==> src/rtl/instr_decode_stage_if.sv <==
// Handshake bundle between fetch, the decode stage and its consumer.
// Fetch-side and consumer-side signals share one bundle; the stage is the slave.
interface instr_decode_stage_if #(
  parameter int DATA_W = 16,
  parameter int PC_W   = 9
);
  logic              in_valid;
  logic              in_ready;
  logic [15:0]       in_instr;
  logic [PC_W-1:0]   in_pc;
  logic              flush;
  logic              out_valid;
  logic              out_ready;
  logic [PC_W-1:0]   out_pc;
  logic [2:0]        opcode;
  logic [1:0]        op;
  logic [2:0]        rn;
  logic [2:0]        rd;
  logic [1:0]        sh_op;
  logic [2:0]        rm;
  logic [DATA_W-1:0] sximm5;
  logic [DATA_W-1:0] sximm8;
  logic              wr_en;
  logic [2:0]        wr_num;
  logic              illegal;

  modport master (
    output in_valid, in_instr, in_pc, flush, out_ready,
    input  in_ready, out_valid, out_pc, opcode, op, rn, rd,
    input  sh_op, rm, sximm5, sximm8, wr_en, wr_num, illegal
  );

  modport slave (
    input  in_valid, in_instr, in_pc, flush, out_ready,
    output in_ready, out_valid, out_pc, opcode, op, rn, rd,
    output sh_op, rm, sximm5, sximm8, wr_en, wr_num, illegal
  );
endinterface

==> src/rtl/instr_decode_stage.sv <==
// Registered instruction-decode stage with a two-entry elastic buffer.
// M feeds the decoder, S absorbs one word of backpressure.
module instr_decode_stage #(
  parameter int DATA_W = 16,
  parameter int PC_W   = 9
) (
  input logic                 clk,
  input logic                 reset_n,
  instr_decode_stage_if.slave bus
);

  typedef struct packed {
    logic            valid;
    logic [15:0]     instr;
    logic [PC_W-1:0] pc;
  } slot_t;

  slot_t m_q, s_q, m_d, s_d, in_slot;
  logic  rdy_q;
  logic  accept, emit;

  assign accept  = bus.in_valid & rdy_q;
  assign emit    = m_q.valid & bus.out_ready;
  assign in_slot = '{valid: 1'b1, instr: bus.in_instr, pc: bus.in_pc};

  always_comb begin
    m_d = m_q;
    s_d = s_q;
    if (bus.flush) begin
      m_d.valid = 1'b0;
      s_d.valid = 1'b0;
    end else if (!m_q.valid || emit) begin
      if (s_q.valid) begin
        m_d       = s_q;
        s_d.valid = 1'b0;
      end else if (accept) begin
        m_d = in_slot;
      end else begin
        m_d.valid = 1'b0;
      end
    end else if (accept) begin
      // accept implies S is empty, so S is never overwritten
      s_d = in_slot;
    end
  end

  always_ff @(posedge clk or negedge reset_n) begin
    if (!reset_n) begin
      m_q   <= '0;
      s_q   <= '0;
      rdy_q <= 1'b1;
    end else begin
      m_q   <= m_d;
      s_q   <= s_d;
      rdy_q <= !s_d.valid;
    end
  end

  logic [15:0] w;
  logic [2:0]  opc;
  logic [1:0]  opx;
  logic        we;
  logic [2:0]  wn;

  assign w   = m_q.instr;
  assign opc = w[15:13];
  assign opx = w[12:11];

  always_comb begin
    we = 1'b0;
    wn = w[7:5];
    unique case (1'b1)
      (opc == 3'b110 && opx == 2'b10): begin
        we = 1'b1;
        wn = w[10:8];
      end
      (opc == 3'b110 && opx == 2'b00),
      (opc == 3'b101 && opx != 2'b01),
      (opc == 3'b011):
        we = 1'b1;
      (opc == 3'b010 && opx == 2'b11): begin
        we = 1'b1;
        wn = 3'd7;
      end
      default: ;
    endcase
  end

  assign bus.in_ready  = rdy_q;
  assign bus.out_valid = m_q.valid;
  assign bus.out_pc    = m_q.pc;
  assign bus.opcode    = opc;
  assign bus.op        = opx;
  assign bus.rn        = w[10:8];
  assign bus.rd        = w[7:5];
  assign bus.sh_op     = w[4:3];
  assign bus.rm        = w[2:0];
  assign bus.sximm5    = {{(DATA_W-5){w[4]}}, w[4:0]};
  assign bus.sximm8    = {{(DATA_W-8){w[7]}}, w[7:0]};
  assign bus.wr_en     = we;
  assign bus.wr_num    = wn;
  assign bus.illegal   = (opc == 3'b000);

endmodule

==> src/flat_wrapper.sv <==
// flat-port wrapper written by rule: the top's interface ports become plain ports
module instr_decode_stage_flat 
#(
  parameter int DATA_W = 16,
  parameter int PC_W   = 9
)
  (clk, reset_n, bus_in_valid, bus_in_instr, bus_in_pc, bus_flush, bus_out_ready, bus_in_ready, bus_out_valid, bus_out_pc, bus_opcode, bus_op, bus_rn, bus_rd, bus_sh_op, bus_rm, bus_sximm5, bus_sximm8, bus_wr_en, bus_wr_num, bus_illegal);
  instr_decode_stage_if #(.DATA_W(DATA_W), .PC_W(PC_W)) bus_i ();
  input logic clk;
  input logic reset_n;
  input wire logic [$bits(bus_i.in_valid)-1:0] bus_in_valid;
  input wire logic [$bits(bus_i.in_instr)-1:0] bus_in_instr;
  input wire logic [$bits(bus_i.in_pc)-1:0] bus_in_pc;
  input wire logic [$bits(bus_i.flush)-1:0] bus_flush;
  input wire logic [$bits(bus_i.out_ready)-1:0] bus_out_ready;
  output wire logic [$bits(bus_i.in_ready)-1:0] bus_in_ready;
  output wire logic [$bits(bus_i.out_valid)-1:0] bus_out_valid;
  output wire logic [$bits(bus_i.out_pc)-1:0] bus_out_pc;
  output wire logic [$bits(bus_i.opcode)-1:0] bus_opcode;
  output wire logic [$bits(bus_i.op)-1:0] bus_op;
  output wire logic [$bits(bus_i.rn)-1:0] bus_rn;
  output wire logic [$bits(bus_i.rd)-1:0] bus_rd;
  output wire logic [$bits(bus_i.sh_op)-1:0] bus_sh_op;
  output wire logic [$bits(bus_i.rm)-1:0] bus_rm;
  output wire logic [$bits(bus_i.sximm5)-1:0] bus_sximm5;
  output wire logic [$bits(bus_i.sximm8)-1:0] bus_sximm8;
  output wire logic [$bits(bus_i.wr_en)-1:0] bus_wr_en;
  output wire logic [$bits(bus_i.wr_num)-1:0] bus_wr_num;
  output wire logic [$bits(bus_i.illegal)-1:0] bus_illegal;
  assign bus_i.in_valid = bus_in_valid;
  assign bus_i.in_instr = bus_in_instr;
  assign bus_i.in_pc = bus_in_pc;
  assign bus_i.flush = bus_flush;
  assign bus_i.out_ready = bus_out_ready;
  assign bus_in_ready = bus_i.in_ready;
  assign bus_out_valid = bus_i.out_valid;
  assign bus_out_pc = bus_i.out_pc;
  assign bus_opcode = bus_i.opcode;
  assign bus_op = bus_i.op;
  assign bus_rn = bus_i.rn;
  assign bus_rd = bus_i.rd;
  assign bus_sh_op = bus_i.sh_op;
  assign bus_rm = bus_i.rm;
  assign bus_sximm5 = bus_i.sximm5;
  assign bus_sximm8 = bus_i.sximm8;
  assign bus_wr_en = bus_i.wr_en;
  assign bus_wr_num = bus_i.wr_num;
  assign bus_illegal = bus_i.illegal;
  instr_decode_stage #(.DATA_W(DATA_W), .PC_W(PC_W)) u_core (.clk(clk), .reset_n(reset_n), .bus(bus_i));
endmodule
==> config.mk <==
export PLATFORM = sky130hd
export DESIGN_NAME = instr_decode_stage_flat
export DESIGN_NICKNAME = d
export VERILOG_FILES = /design/src/rtl/instr_decode_stage_if.sv /design/src/rtl/instr_decode_stage.sv /design/src/flat_wrapper.sv
export SDC_FILE = /design/constraint.sdc
export NUM_CORES = 1
export LEC_CHECK = 0
export BUFFER_PORTS_ARGS = -buffer_cell sky130_fd_sc_hd__buf_2
export CORE_MARGIN = 2
export CORE_UTILIZATION = 45
export DETAILED_ROUTE_END_ITERATION = 16
export GPL_ROUTABILITY_DRIVEN = 0
export HOLD_SLACK_MARGIN = 0.05
export PLACE_DENSITY_LB_ADDON = 0.05
export SYNTH_ARGS = -nofsm -noshare
export SYNTH_HDL_FRONTEND = slang
export SYNTH_SLANG_ARGS = --single-unit
export TNS_END_PERCENT = 5
==> constraint.sdc <==
create_clock -name clk -period 1.4 [get_ports clk]
set_input_delay 0.35 -clock clk [delete_from_list [all_inputs] [get_ports clk]]
set_output_delay 0.35 -clock clk [all_outputs]
set_load 0.01 [all_outputs]
==> flow_summary.html, run 1 <==
<table>
<tr><th>Metric</th><th>Value</th></tr>
<tr><th colspan="2">STA</th></tr>
<tr><td>Worst slack on hold paths</td><td>0.292 ns</td></tr>
<tr><td>Final period util</td><td>131%</td></tr>
<tr><td>Final Hold Violating Endpoints</td><td>0</td></tr>
<tr><td>Transition at the pin with the smallest max-transition slack</td><td>0.331 ns</td></tr>
<tr><td>RSZ-0062 raised after global routing</td><td>true</td></tr>
<tr><td>Tmin final</td><td>1.83 ns</td></tr>
<tr><td>Max transition margin</td><td>77.9%</td></tr>
<tr><td>Worst-case setup margin in the final layout</td><td>-0.432 ns</td></tr>
<tr><td>Maximum clock frequency</td><td>546 MHz</td></tr>
<tr><td>Final Skew</td><td>0.00931 ns</td></tr>
<tr><td>Final Max Slew Viols</td><td>0</td></tr>
<tr><td>Final setup viols</td><td>55</td></tr>
<tr><th colspan="2">CTS</th></tr>
<tr><td>TritonCTS clock tree</td><td>done</td></tr>
<tr><td>Clk_lat worst skew</td><td>0.30 ns</td></tr>
<tr><td>Clock H-tree levels</td><td>2</td></tr>
<tr><td>CTS Buf Count</td><td>5</td></tr>
<tr><td>Clock transition at the register clock pins on the worst setup and hold paths after CTS</td><td>0.10 ns</td></tr>
<tr><td># clock sinks</td><td>53</td></tr>
<tr><td>Clock root buffer master</td><td>clkbuf_8</td></tr>
<tr><td>Maximum count of clock buffers along a single path</td><td>2</td></tr>
<tr><th colspan="2">Synthesis</th></tr>
<tr><td>Top-area cell type share of the netlist area</td><td>49.2%</td></tr>
<tr><td>Sequential area share after synthesis</td><td>50.2%</td></tr>
<tr><td>Syn Inst Count</td><td>195</td></tr>
<tr><td>Number of synthesis warnings</td><td>0</td></tr>
<tr><td>Synth Flop Type</td><td>dfrtp_1</td></tr>
<tr><td>Register bit total from synthesis</td><td>53</td></tr>
<tr><td>Mapped Avg Cell Area</td><td>13.6 sq um</td></tr>
<tr><td>Number of enable flip-flop cells after synthesis</td><td>0</td></tr>
<tr><td>Area of the mapped netlist</td><td>2650 sq um</td></tr>
<tr><td>Proportion of register bits with asynchronous set or reset after synthesis</td><td>100%</td></tr>
<tr><td>Dominant cells by area after synthesis</td><td>dfrtp_1, mux2_2, buf_4</td></tr>
<tr><td>Number of nets produced by synthesis</td><td>225</td></tr>
<tr><td>Post-synth top area cell</td><td>dfrtp_1</td></tr>
<tr><td>Number of distinct library cell variants in the gate-level netlist after synthesis</td><td>22</td></tr>
<tr><th colspan="2">Placement</th></tr>
<tr><td>Count of port buffers added during placement</td><td>93</td></tr>
<tr><td>HPWL after DPL</td><td>3.61 mm</td></tr>
<tr><td>Placed standard-cell area</td><td>3080 sq um</td></tr>
<tr><td>Number of instances in the placed design</td><td>341</td></tr>
<tr><th colspan="2">Critical path</th></tr>
<tr><td>Highest net fanout along the worst path</td><td>4</td></tr>
<tr><td>Sequence of cells on the critical path</td><td>nand3b_1 -&gt; o21bai_4 -&gt; a21oi_1 -&gt; buf_2</td></tr>
<tr><td>Crit-path max cell delay</td><td>0.38 ns</td></tr>
<tr><td>Arrival time of data at the critical path endpoint</td><td>1.48 ns</td></tr>
<tr><td>Kind of start point of the critical path</td><td>flip-flop</td></tr>
<tr><td>Endpoint class of the critical path</td><td>output port</td></tr>
<tr><td>CP delay by family, top</td><td>compound AO/OA/AOI/OAI gates</td></tr>
<tr><td>Path type of the worst setup path</td><td>reg -&gt; out</td></tr>
<tr><td>Worst path slowest cell</td><td>dfrtp_1</td></tr>
<tr><td>Worst path required time</td><td>1.05 ns</td></tr>
<tr><td>Count of buffer and inverter cells on the critical path</td><td>1</td></tr>
<tr><th colspan="2">Pwr</th></tr>
<tr><td>Max VDD drop</td><td>600 uV</td></tr>
<tr><td>Total leakage power</td><td>1.61 nW</td></tr>
<tr><td>Power density over the cells</td><td>1390 nW/um^2</td></tr>
<tr><th colspan="2">Route</th></tr>
<tr><td>Final wirelength</td><td>5.02 mm</td></tr>
<tr><td>Vias after detailed routing</td><td>1,723</td></tr>
<tr><td>Pre-antenna DRT Iters</td><td>4</td></tr>
<tr><td>Wire length per cell after detailed routing</td><td>14.3 microns</td></tr>
<tr><td>Post-route ant nets</td><td>0</td></tr>
<tr><td>Iteration-0 DRC count of the detailed router</td><td>71</td></tr>
<tr><td>Average vias per placed instance</td><td>4.91</td></tr>
<tr><td>Number of design rule violations left after detail routing</td><td>0</td></tr>
<tr><th colspan="2">Die</th></tr>
<tr><td>Initial Util</td><td>47.2%</td></tr>
<tr><td>Core Region</td><td>5610 sq um</td></tr>
<tr><td>Width of the die</td><td>80.7 microns</td></tr>
<tr><td>Number of primary I/O pins</td><td>94</td></tr>
<tr><td>Area enclosed by the die boundary</td><td>6510 sq um</td></tr>
<tr><td>Die height</td><td>80.7 microns</td></tr>
<tr><td>FP Rows</td><td>27</td></tr>
<tr><th colspan="2">Run status</th></tr>
<tr><td>Status</td><td>complete, but fails checks</td></tr>
<tr><td>Violations in the final reports</td><td>setup timing</td></tr>
<tr><th colspan="2">Final layout</th></tr>
<tr><td>Number of inserted diodes</td><td>0</td></tr>
<tr><td>Filler-free cell count of the finished design</td><td>351</td></tr>
<tr><td>Fillcell total</td><td>479</td></tr>
<tr><td>Share of post-route cells with drive strength above 1</td><td>73.1%</td></tr>
<tr><td>Cell area after layout</td><td>3380 sq um</td></tr>
<tr><td>NumNets Final</td><td>308</td></tr>
<tr><td>Layout overhead on the synthesized area</td><td>27.8%</td></tr>
<tr><th colspan="2">Run</th></tr>
<tr><td>Max-capacitance violation count</td><td>0</td></tr>
<tr><th colspan="2">Global routing</th></tr>
<tr><td>First-pass GRT wire length</td><td>7.78 mm</td></tr>
<tr><td>Total grt overflow</td><td>0</td></tr>
<tr><td>Largest net degree at the start of global routing</td><td>30</td></tr>
<tr><td>Number of antenna violations at the first check in global routing</td><td>0</td></tr>
<tr><td>Vias in the first global route</td><td>1,614</td></tr>
<tr><td>Total global-route track usage</td><td>15.5%</td></tr>
<tr><th colspan="2">Hold path</th></tr>
<tr><td>Hold/Removal Path Class</td><td>in -&gt; reg</td></tr>
</table>
## flip-flops by register name (all words and copies together) (netlist names)
| register | count |
|---|---|
| u_core.bus.out_valid | 1 |
| u_core.w | 16 |
| u_core.bus.out_pc | 9 |
| u_core.bus.in_ready | 1 |
| u_core.s_q | 26 |
## power breakdown
group          internal [mW]  total (mW)  switching (mW)
Sequential              1.87        2.09           0.223
Clock                  0.710        1.19           0.484
Combinational          0.808        1.42           0.616
## synthesized netlist by cell type, drive strengths merged, types with 2 or more instances
library cell,number
buf,39
nand3,2
mux2,69
o21ai,2
a21oi,5
nor3,2
nand2,2
mux2i,6
inv,4
dfrtp,52
o32ai,3
nand2b,3
## worst reg2reg max path, delay by kind of cell (launching register included)
kind,cells,cell delay [ns]
flops,1,0.56
mux,1,0.35
simple gates,1,0.24
buf+inv,1,0.23
compound gates,1,0.08
## cells in the final DEF (no fill, tap or decap), types with 3 or more instances in the layout
| master | n |
|---|---|
| a21oi_1 | 4 |
| buf_2 | 91 |
| buf_4 | 11 |
| buf_6 | 10 |
| clkbuf_8 | 5 |
| dfrtp_1 | 49 |
| dfrtp_2 | 3 |
| inv_1 | 4 |
| mux2_2 | 53 |
| mux2_4 | 16 |
| mux2i_1 | 6 |
## path summary, 6_finish.rpt
check	start	end	slack, ns	cells after the start
worst min register to register	u_core.bus.out_pc[3]$_DFFE_PN0P_	u_core.bus.out_pc[3]$_DFFE_PN0P_	0.51	1
max in group asynchronous	reset_n	u_core.bus.in_ready$_DFF_PN1_	0.39	3
worst max register to register	u_core.bus.in_ready$_DFF_PN1_	u_core.bus.out_pc[8]$_DFFE_PN0P_	-0.16	4
worst min-delay path	bus_in_instr[10]	u_core.s_q[19]$_DFFE_PN0P_	0.29	2
worst max-delay path	u_core.w[13]$_DFFE_PN0P_	bus_wr_num[1]	-0.43	4
min in group asynchronous	reset_n	u_core.w[6]$_DFFE_PN0P_	0.47	2
## timing repair
item / 4_1_cts / 5_1_grt
setup buffers: 0 / 1
cloned: 0 / 0
endpoints found under the hold margin: 12 / 0
gates resized for setup: 19 / 18
setup endpoints to repair: 55 / 80
pin swaps: 5 / 0
hold buffers: 1 / 0
## through the flow
| stage | setup TNS, ns | setup slack (ns) | utilization, % | total power [mW] |
|---|---|---|---|---|
| after floorplan | -7.76 | -0.203 | - | 3.02 |
| after global placement | -6.47 | -0.155 | 55.0 | 3.37 |
| after detailed placement | -8.26 | -0.208 | 55.0 | 3.39 |
| after CTS | -6.49 | -0.416 | 58.9 | 4.68 |
| after global routing | -9.80 | -0.516 | 60.3 | 4.99 |
| final | -5.59 | -0.432 | 60.3 | 4.71 |
## logic make-up after synthesis
kind of cell | Yosys count | share of synthesized area, %
flops | 53 | 50.2
buf+inv | 43 | 11.7
mux | 75 | 31.6
simple gates | 12 | 3.40
compound gates | 12 | 3.07
## per-layer routing
metal	vias to the layer above	track usage (%)	routed length (microns)	share of wire (%)
met5	-	0	0	0
met4	0	4.58	25	0.50
met3	2	3.03	287	5.7
met2	56	25.1	2370	47
met1	842	21.2	2330	46
li1	823	-	-	-
## final cells by class
class	instances	area (sq um)	share of cell area, %
inverter	4	15.0	0.444
clock inverter	3	65.1	1.92
tap	72	90.1	2.66
clock buffer	5	68.8	2.04
sequential	53	1330	39.4
timing repair buffer	115	701	20.7
multi-input combinational	99	1110	32.8
Note: power is estimated with default switching activity, not from simulation.
==> run 2: changes to the inputs <==
ABC_AREA = 1   (was not set)
CORE_UTILIZATION = 46   (was 45)
CTS_CLUSTER_DIAMETER = 80   (was not set)
==> flow_summary.html, run 2 <==
<table>
<tr><th>Metric</th><th>Value</th></tr>
<tr><th colspan="2">Die</th></tr>
<tr><td>FP Rows</td><td>28</td></tr>
<tr><td>Width of the die</td><td>82.8 microns</td></tr>
<tr><td>Die height</td><td>82.8 microns</td></tr>
<tr><td>Initial Util</td><td>47.9%</td></tr>
<tr><td>Area enclosed by the die boundary</td><td>6850 sq um</td></tr>
<tr><td>Core Region</td><td>5960 sq um</td></tr>
<tr><td>Number of primary I/O pins</td><td>94</td></tr>
<tr><th colspan="2">Placement</th></tr>
<tr><td>Count of port buffers added during placement</td><td>93</td></tr>
<tr><td>Worst slack, placed</td><td>-0.0390 ns</td></tr>
<tr><td>Placed standard-cell area</td><td>3220 sq um</td></tr>
<tr><td>HPWL after DPL</td><td>3.66 mm</td></tr>
<tr><td>Number of instances in the placed design</td><td>478</td></tr>
<tr><th colspan="2">Synthesis</th></tr>
<tr><td>Number of distinct library cell variants in the gate-level netlist after synthesis</td><td>21</td></tr>
<tr><td>Cell with the most instances after synthesis</td><td>nand2_1</td></tr>
<tr><td>Top-area cell type share of the netlist area</td><td>45.6%</td></tr>
<tr><td>Register bit total from synthesis</td><td>53</td></tr>
<tr><td>Mapped Avg Cell Area</td><td>8.30 sq um</td></tr>
<tr><td>Synth Flop Type</td><td>dfrtp_1</td></tr>
<tr><td>Number of nets produced by synthesis</td><td>374</td></tr>
<tr><td>Number of synthesis warnings</td><td>0</td></tr>
<tr><td>Post-synth top area cell</td><td>dfrtp_1</td></tr>
<tr><td>Leading post-synthesis cells by instance count</td><td>nand2_1, dfrtp_1, buf_4, inv_1, o21ai_2</td></tr>
<tr><td>Number of enable flip-flop cells after synthesis</td><td>0</td></tr>
<tr><td>Proportion of register bits with asynchronous set or reset after synthesis</td><td>100%</td></tr>
<tr><td>Sequential area share after synthesis</td><td>46.5%</td></tr>
<tr><td>Area of the mapped netlist</td><td>2860 sq um</td></tr>
<tr><td>Dominant cells by area after synthesis</td><td>dfrtp_1, nand2_1, buf_4</td></tr>
<tr><td>Syn Inst Count</td><td>344</td></tr>
<tr><th colspan="2">Critical path</th></tr>
<tr><td>Highest net fanout along the worst path</td><td>5</td></tr>
<tr><td>Setup slack, reg-to-reg</td><td>0.14 ns</td></tr>
<tr><td>Endpoint class of the critical path</td><td>output port</td></tr>
<tr><td>Capture point of the worst reg-to-reg path</td><td>u_core.w[15]$_DFFE_PN0P_</td></tr>
<tr><td>Number of cells traversed by the worst register-to-register path</td><td>7</td></tr>
<tr><td>Kind of start point of the critical path</td><td>flip-flop</td></tr>
<tr><td>Arrival time of data at the critical path endpoint</td><td>1.36 ns</td></tr>
<tr><td>Startpoint of the worst register-to-register path</td><td>u_core.bus.in_ready$_DFF_PN1_</td></tr>
<tr><td>Worst path required time</td><td>1.05 ns</td></tr>
<tr><td>Path type of the worst setup path</td><td>reg -&gt; out</td></tr>
<tr><th colspan="2">STA</th></tr>
<tr><td>Final setup viols</td><td>6</td></tr>
<tr><td>Final Skew</td><td>0.00358 ns</td></tr>
<tr><td>Maximum clock frequency</td><td>584 MHz</td></tr>
<tr><td>Accumulated negative setup slack</td><td>-1.44 ns</td></tr>
<tr><td>Worst slack on hold paths</td><td>0.293 ns</td></tr>
<tr><td>Transition at the pin with the smallest max-transition slack</td><td>0.295 ns</td></tr>
<tr><td>Max transition margin</td><td>80.4%</td></tr>
<tr><td>Tmin final</td><td>1.71 ns</td></tr>
<tr><td>Final Max Slew Viols</td><td>0</td></tr>
<tr><td>RSZ-0062 raised after global routing</td><td>true</td></tr>
<tr><td>Final Hold Violating Endpoints</td><td>0</td></tr>
<tr><td>Worst-case setup margin in the final layout</td><td>-0.311 ns</td></tr>
<tr><td>Final period util</td><td>122%</td></tr>
<tr><th colspan="2">Route</th></tr>
<tr><td>Iteration-0 DRC count of the detailed router</td><td>94</td></tr>
<tr><td>Average vias per placed instance</td><td>4.58</td></tr>
<tr><td>Number of design rule violations left after detail routing</td><td>0</td></tr>
<tr><td>Vias after detailed routing</td><td>2,247</td></tr>
<tr><td>Final wirelength</td><td>5.48 mm</td></tr>
<tr><td>Wire length per cell after detailed routing</td><td>11.2 microns</td></tr>
<tr><td>Pre-antenna DRT Iters</td><td>5</td></tr>
<tr><td>Post-route ant nets</td><td>0</td></tr>
<tr><th colspan="2">CTS</th></tr>
<tr><td>Clock root buffer master</td><td>clkbuf_8</td></tr>
<tr><td>CTS Buf Count</td><td>5</td></tr>
<tr><td>TritonCTS clock tree</td><td>done</td></tr>
<tr><td>Clock H-tree levels</td><td>2</td></tr>
<tr><td># clock sinks</td><td>53</td></tr>
<tr><td>Clk_lat worst skew</td><td>0.30 ns</td></tr>
<tr><td>Clock transition at the register clock pins on the worst setup and hold paths after CTS</td><td>0.09 ns</td></tr>
<tr><td>Maximum count of clock buffers along a single path</td><td>2</td></tr>
<tr><th colspan="2">Run</th></tr>
<tr><td>Max-capacitance violation count</td><td>0</td></tr>
<tr><th colspan="2">Final layout</th></tr>
<tr><td>Filler-free cell count of the finished design</td><td>491</td></tr>
<tr><td>Biggest register</td><td>u_core.s_q</td></tr>
<tr><td>NumNets Final</td><td>445</td></tr>
<tr><td>Share of post-route cells with drive strength above 1</td><td>42.5%</td></tr>
<tr><td>Layout overhead on the synthesized area</td><td>20.4%</td></tr>
<tr><td>Max reg flops</td><td>26</td></tr>
<tr><td>Number of inserted diodes</td><td>0</td></tr>
<tr><td>Utilization after layout</td><td>57.7%</td></tr>
<tr><td>Most frequent cells in the layout</td><td>nand2_1, buf_2, dfrtp_1, inv_1, o21ai_2</td></tr>
<tr><td>Commonest non-fill, non-tap cell in the layout</td><td>nand2_1</td></tr>
<tr><td>Cell area after layout</td><td>3440 sq um</td></tr>
<tr><th colspan="2">Global routing</th></tr>
<tr><td>Largest net degree at the start of global routing</td><td>54</td></tr>
<tr><td>Number of antenna violations at the first check in global routing</td><td>0</td></tr>
<tr><td>Total grt overflow</td><td>0</td></tr>
<tr><td>Vias in the first global route</td><td>1,940</td></tr>
<tr><td>First-pass GRT wire length</td><td>8.58 mm</td></tr>
<tr><td>Total global-route track usage</td><td>16.6%</td></tr>
<tr><th colspan="2">Hold path</th></tr>
<tr><td>Hold path depth</td><td>3</td></tr>
<tr><td>Worst-case hold path end point</td><td>u_core.s_q[13]$_DFFE_PN0P_</td></tr>
<tr><td>Launch point of the worst hold path</td><td>bus_in_instr[4]</td></tr>
<tr><td>Hold/Removal Path Class</td><td>in -&gt; reg</td></tr>
<tr><th colspan="2">Run status</th></tr>
<tr><td>Violations in the final reports</td><td>setup timing</td></tr>
<tr><td>Status</td><td>complete, but fails checks</td></tr>
<tr><th colspan="2">Pwr</th></tr>
<tr><td>Power density over the cells</td><td>1220 nW/um^2</td></tr>
<tr><td>Total leakage power</td><td>1.88 nW</td></tr>
<tr><td>Post-layout total power</td><td>4.20 mW</td></tr>
<tr><td>Max VDD drop</td><td>556 uV</td></tr>
</table>
-- run 2: worst max path at each step --
stage	startpoint	endpoint	slack, ns	cells after the start
3_3_place_gp	u_core.w[13]$_DFFE_PN0P_	bus_wr_num[2]	0.02	7
4_1_cts	u_core.w[13]$_DFFE_PN0P_	bus_wr_num[0]	-0.31	7
5_1_grt	u_core.w[12]$_DFFE_PN0P_	bus_wr_num[1]	-0.39	6
3_5_place_dp	u_core.w[13]$_DFFE_PN0P_	bus_wr_num[0]	-0.04	7
6_report	u_core.w[13]$_DFFE_PN0P_	bus_wr_num[1]	-0.31	7
2_1_floorplan	u_core.w[11]$_DFFE_PN0P_	bus_wr_num[2]	0.04	6
-- run 2: repair_timing --
item	4_1_cts	5_1_grt
setup buffers	1	3
gates cloned	0	0
endpoints found under the setup margin	5	31
pin swaps	1	9
hold buffers	1	0
gates resized for setup	5	24
hold endpoints to repair	52	0
-- run 2: cell type report --
class                           instances  area (sq um)
Multi-Input combinational cell        207          1080
Fill cell                             543          2520
Clock buffer                            5          68.8
Tap cell                               75          93.8
Clock inverter                          3          17.5
Inverter                               36           135
Sequential cell                        53          1330
Timing Repair Buffer                  112           713
-- run 2: metal layers --
metal / GRT usage [%] / routed length [microns]
met3: 4.22 / 305
met1: 20.8 / 2530
met5: 0 / 0
met4: 4.92 / 51
met2: 28.3 / 2600
-- run 2: power breakdown --
part | internal [mW] | switching [mW]
sequential | 1.84 | 0.218
combinational | 0.611 | 0.687
clock | 0.346 | 0.501
total | 2.80 | 1.41
-- run 2: worst max-delay path, stage by stage (launching register included) --
cell and delay, ns:
dfrtp_1 0.41, inv_2 0.08, nand3_2 0.10, nor2_4 0.15, inv_2 0.07, nand3_1 0.07
nand2_1 0.05, buf_2 0.13
-- run 2: cell families (layout without fill, tap and decap cells) --
family / after synthesis / count (layout) / share of synthesized area (%)
AND/OR/NAND/NOR: 148 / 148 / 21.6
AO/OA/AOI/OAI: 59 / 59 / 14.0
flip-flops: 53 / 53 / 46.5
buffers and inverters: 84 / 156 / 17.8
==> run 3: changes to the inputs <==
BUFFER_PORTS_ARGS = not set   (was -buffer_cell sky130_fd_sc_hd__buf_2)
CORE_UTILIZATION = 57   (was 46)
DONT_BUFFER_PORTS = 1   (was not set)
PLACE_DENSITY = 0.76   (was not set)
PLACE_DENSITY_LB_ADDON = not set   (was 0.05)
==> flow_summary.html, run 3 (same netlist as run 2, synthesis figures left out) <==
<table>
<tr><th>Metric</th><th>Value</th></tr>
<tr><th colspan="2">Global routing</th></tr>
<tr><td>Vias in the first global route</td><td>1,899</td></tr>
<tr><td>Total grt overflow</td><td>0</td></tr>
<tr><td>Total global-route track usage</td><td>19.5%</td></tr>
<tr><td>Largest net degree at the start of global routing</td><td>54</td></tr>
<tr><td>Number of antenna violations at the first check in global routing</td><td>0</td></tr>
<tr><td>First-pass GRT wire length</td><td>8.29 mm</td></tr>
<tr><th colspan="2">CTS</th></tr>
<tr><td>Clock transition at the register clock pins on the worst setup and hold paths after CTS</td><td>0.09 ns</td></tr>
<tr><td>Clock root buffer master</td><td>clkbuf_8</td></tr>
<tr><td>TritonCTS clock tree</td><td>done</td></tr>
<tr><td>Maximum count of clock buffers along a single path</td><td>2</td></tr>
<tr><td>Clock H-tree levels</td><td>2</td></tr>
<tr><td>Clk_lat worst skew</td><td>0.30 ns</td></tr>
<tr><td>CTS Buf Count</td><td>5</td></tr>
<tr><td># clock sinks</td><td>53</td></tr>
<tr><th colspan="2">STA</th></tr>
<tr><td>Final period util</td><td>114%</td></tr>
<tr><td>Final Max Slew Viols</td><td>0</td></tr>
<tr><td>Transition at the pin with the smallest max-transition slack</td><td>0.319 ns</td></tr>
<tr><td>Final setup viols</td><td>5</td></tr>
<tr><td>Tmin final</td><td>1.60 ns</td></tr>
<tr><td>RSZ-0062 raised after global routing</td><td>true</td></tr>
<tr><td>Max transition margin</td><td>78.7%</td></tr>
<tr><td>Worst slack on hold paths</td><td>-0.262 ns</td></tr>
<tr><td>Worst-case setup margin in the final layout</td><td>-0.201 ns</td></tr>
<tr><td>Final Hold Violating Endpoints</td><td>53</td></tr>
<tr><td>Final Skew</td><td>0.00510 ns</td></tr>
<tr><td>Maximum clock frequency</td><td>625 MHz</td></tr>
<tr><th colspan="2">Critical path</th></tr>
<tr><td>Worst path required time</td><td>1.05 ns</td></tr>
<tr><td>Number of cells traversed by the worst register-to-register path</td><td>7</td></tr>
<tr><td>Endpoint class of the critical path</td><td>output port</td></tr>
<tr><td>Kind of start point of the critical path</td><td>flip-flop</td></tr>
<tr><td>Path type of the worst setup path</td><td>reg -&gt; out</td></tr>
<tr><td>Highest net fanout along the worst path</td><td>4</td></tr>
<tr><td>Arrival time of data at the critical path endpoint</td><td>1.25 ns</td></tr>
<tr><th colspan="2">Final layout</th></tr>
<tr><td>Fillcell total</td><td>427</td></tr>
<tr><td>Layout overhead on the synthesized area</td><td>5.83%</td></tr>
<tr><td>Biggest register</td><td>u_core.s_q</td></tr>
<tr><td>Max reg flops</td><td>26</td></tr>
<tr><td>Number of inserted diodes</td><td>0</td></tr>
<tr><td>Utilization after layout</td><td>63.1%</td></tr>
<tr><td>Most frequent cells in the layout</td><td>nand2_1, dfrtp_1, inv_1, o21ai_2, o21ai_0</td></tr>
<tr><td>Commonest non-fill, non-tap cell in the layout</td><td>nand2_1</td></tr>
<tr><td>NumNets Final</td><td>354</td></tr>
<tr><td>Filler-free cell count of the finished design</td><td>392</td></tr>
<tr><td>Share of post-route cells with drive strength above 1</td><td>26.8%</td></tr>
<tr><td>Cell area after layout</td><td>3020 sq um</td></tr>
<tr><th colspan="2">Placement</th></tr>
<tr><td>Worst slack, placed</td><td>0.0477 ns</td></tr>
<tr><td>Number of instances in the placed design</td><td>379</td></tr>
<tr><td>Placed standard-cell area</td><td>2770 sq um</td></tr>
<tr><td>Count of port buffers added during placement</td><td>0</td></tr>
<tr><td>HPWL after DPL</td><td>3.32 mm</td></tr>
<tr><th colspan="2">Route</th></tr>
<tr><td>Pre-antenna DRT Iters</td><td>4</td></tr>
<tr><td>Final wirelength</td><td>5.06 mm</td></tr>
<tr><td>Post-route ant nets</td><td>0</td></tr>
<tr><td>Number of design rule violations left after detail routing</td><td>0</td></tr>
<tr><td>Wire length per cell after detailed routing</td><td>12.9 microns</td></tr>
<tr><td>Average vias per placed instance</td><td>4.92</td></tr>
<tr><td>Vias after detailed routing</td><td>1,930</td></tr>
<tr><td>Iteration-0 DRC count of the detailed router</td><td>71</td></tr>
<tr><th colspan="2">Hold path</th></tr>
<tr><td>Hold/Removal Path Class</td><td>in -&gt; async</td></tr>
<tr><th colspan="2">Pwr</th></tr>
<tr><td>Fraction of power consumed by the clock network</td><td>25.6%</td></tr>
<tr><td>Total leakage power</td><td>1.52 nW</td></tr>
<tr><td>Power density over the cells</td><td>1360 nW/um^2</td></tr>
<tr><td>Combinational share of power</td><td>22.6%</td></tr>
<tr><td>Switching Share</td><td>31.7%</td></tr>
<tr><td>Sequential fraction of design power</td><td>51.8%</td></tr>
<tr><td>Net switching component of the power</td><td>1.31 mW</td></tr>
<tr><td>Internal power summed over all cells</td><td>2.82 mW</td></tr>
<tr><td>Max VDD drop</td><td>740 uV</td></tr>
<tr><th colspan="2">Die</th></tr>
<tr><td>FP Rows</td><td>25</td></tr>
<tr><td>Area enclosed by the die boundary</td><td>5590 sq um</td></tr>
<tr><td>Number of primary I/O pins</td><td>94</td></tr>
<tr><td>Initial Util</td><td>59.7%</td></tr>
<tr><td>Die height</td><td>74.8 microns</td></tr>
<tr><td>Core Region</td><td>4790 sq um</td></tr>
<tr><td>Width of the die</td><td>74.8 microns</td></tr>
<tr><th colspan="2">Run status</th></tr>
<tr><td>Violations in the final reports</td><td>hold timing, setup timing</td></tr>
<tr><td>Status</td><td>complete, but fails checks</td></tr>
<tr><th colspan="2">Run</th></tr>
<tr><td>Max-capacitance violation count</td><td>0</td></tr>
</table>
run 3: stage by stage:
step / power (mW) / setup TNS, ns
final: 4.12 / -0.814
after global routing: 4.39 / -1.17
after CTS: 4.13 / -0.872
after detailed placement: 2.98 / 0
after global placement: 2.94 / 0
after floorplan: 2.95 / 0
run 3: final timing paths:
kind	from	slack, ns	end
worst min register to register	u_core.s_q[12]$_DFFE_PN0P_	0.49	u_core.s_q[12]$_DFFE_PN0P_
max in group asynchronous	reset_n	1.49	u_core.bus.in_ready$_DFF_PN1_
worst max-delay path	u_core.w[11]$_DFFE_PN0P_	-0.20	bus_wr_num[1]
worst min-delay path	reset_n	-0.26	u_core.bus.out_valid$_DFFE_PN0P_
worst max register to register	u_core.bus.in_ready$_DFF_PN1_	0.13	u_core.bus.out_pc[0]$_DFFE_PN0P_
min in group clk	bus_flush	0.11	u_core.bus.out_valid$_DFFE_PN0P_
run 3: routing by layer:
layer | wire length [microns] | share of wire (%) | GRT usage (%) | vias to the layer above
met1 | 2280 | 45 | 24.5 | 879
li1 | - | - | - | 991
met3 | 263 | 5.2 | 4.95 | 5
met5 | 0 | 0 | 0 | -
met4 | 61 | 1.2 | 6.55 | 0
met2 | 2460 | 49 | 33.1 | 55
run 3: area by class of cell:
cell class / instances / area (sq um) / share of cell area (%)
Sequential cell: 53 / 1330 / 44.1
Multi-Input combinational cell: 207 / 1110 / 36.6
Timing Repair Buffer: 21 / 249 / 8.24
Inverter: 36 / 135 / 4.47
Clock buffer: 7 / 86.3 / 2.86
Tap cell: 67 / 83.8 / 2.77
Clock inverter: 1 / 30.0 / 0.994
run 3: worst max-delay path, cell delays in order, from the launching register on:
cell and delay (ns):
dfrtp_1 0.41, buf_4 0.15, nand3_4 0.09, nor2_4 0.05
a21oi_1 0.16, nand2_2 0.09
run 3: repair_timing:
action / in CTS / in global routing
pin swaps: 7 / 4
endpoints found under the hold margin: 53 / 53
setup buffers: 3 / 2
gates resized for setup: 22 / 5
setup endpoints to repair: 5 / 6
run 3: power by group through the flow:
stage / registers (mW) / clock network, mW / logic, mW
after detailed placement: 2.14 / 0 / 0.838
after CTS: 2.13 / 1.10 / 0.903
after global routing: 2.19 / 1.15 / 1.06
final: 2.13 / 1.06 / 0.933
after floorplan: 2.11 / 0 / 0.844
after global placement: 2.13 / 0 / 0.811
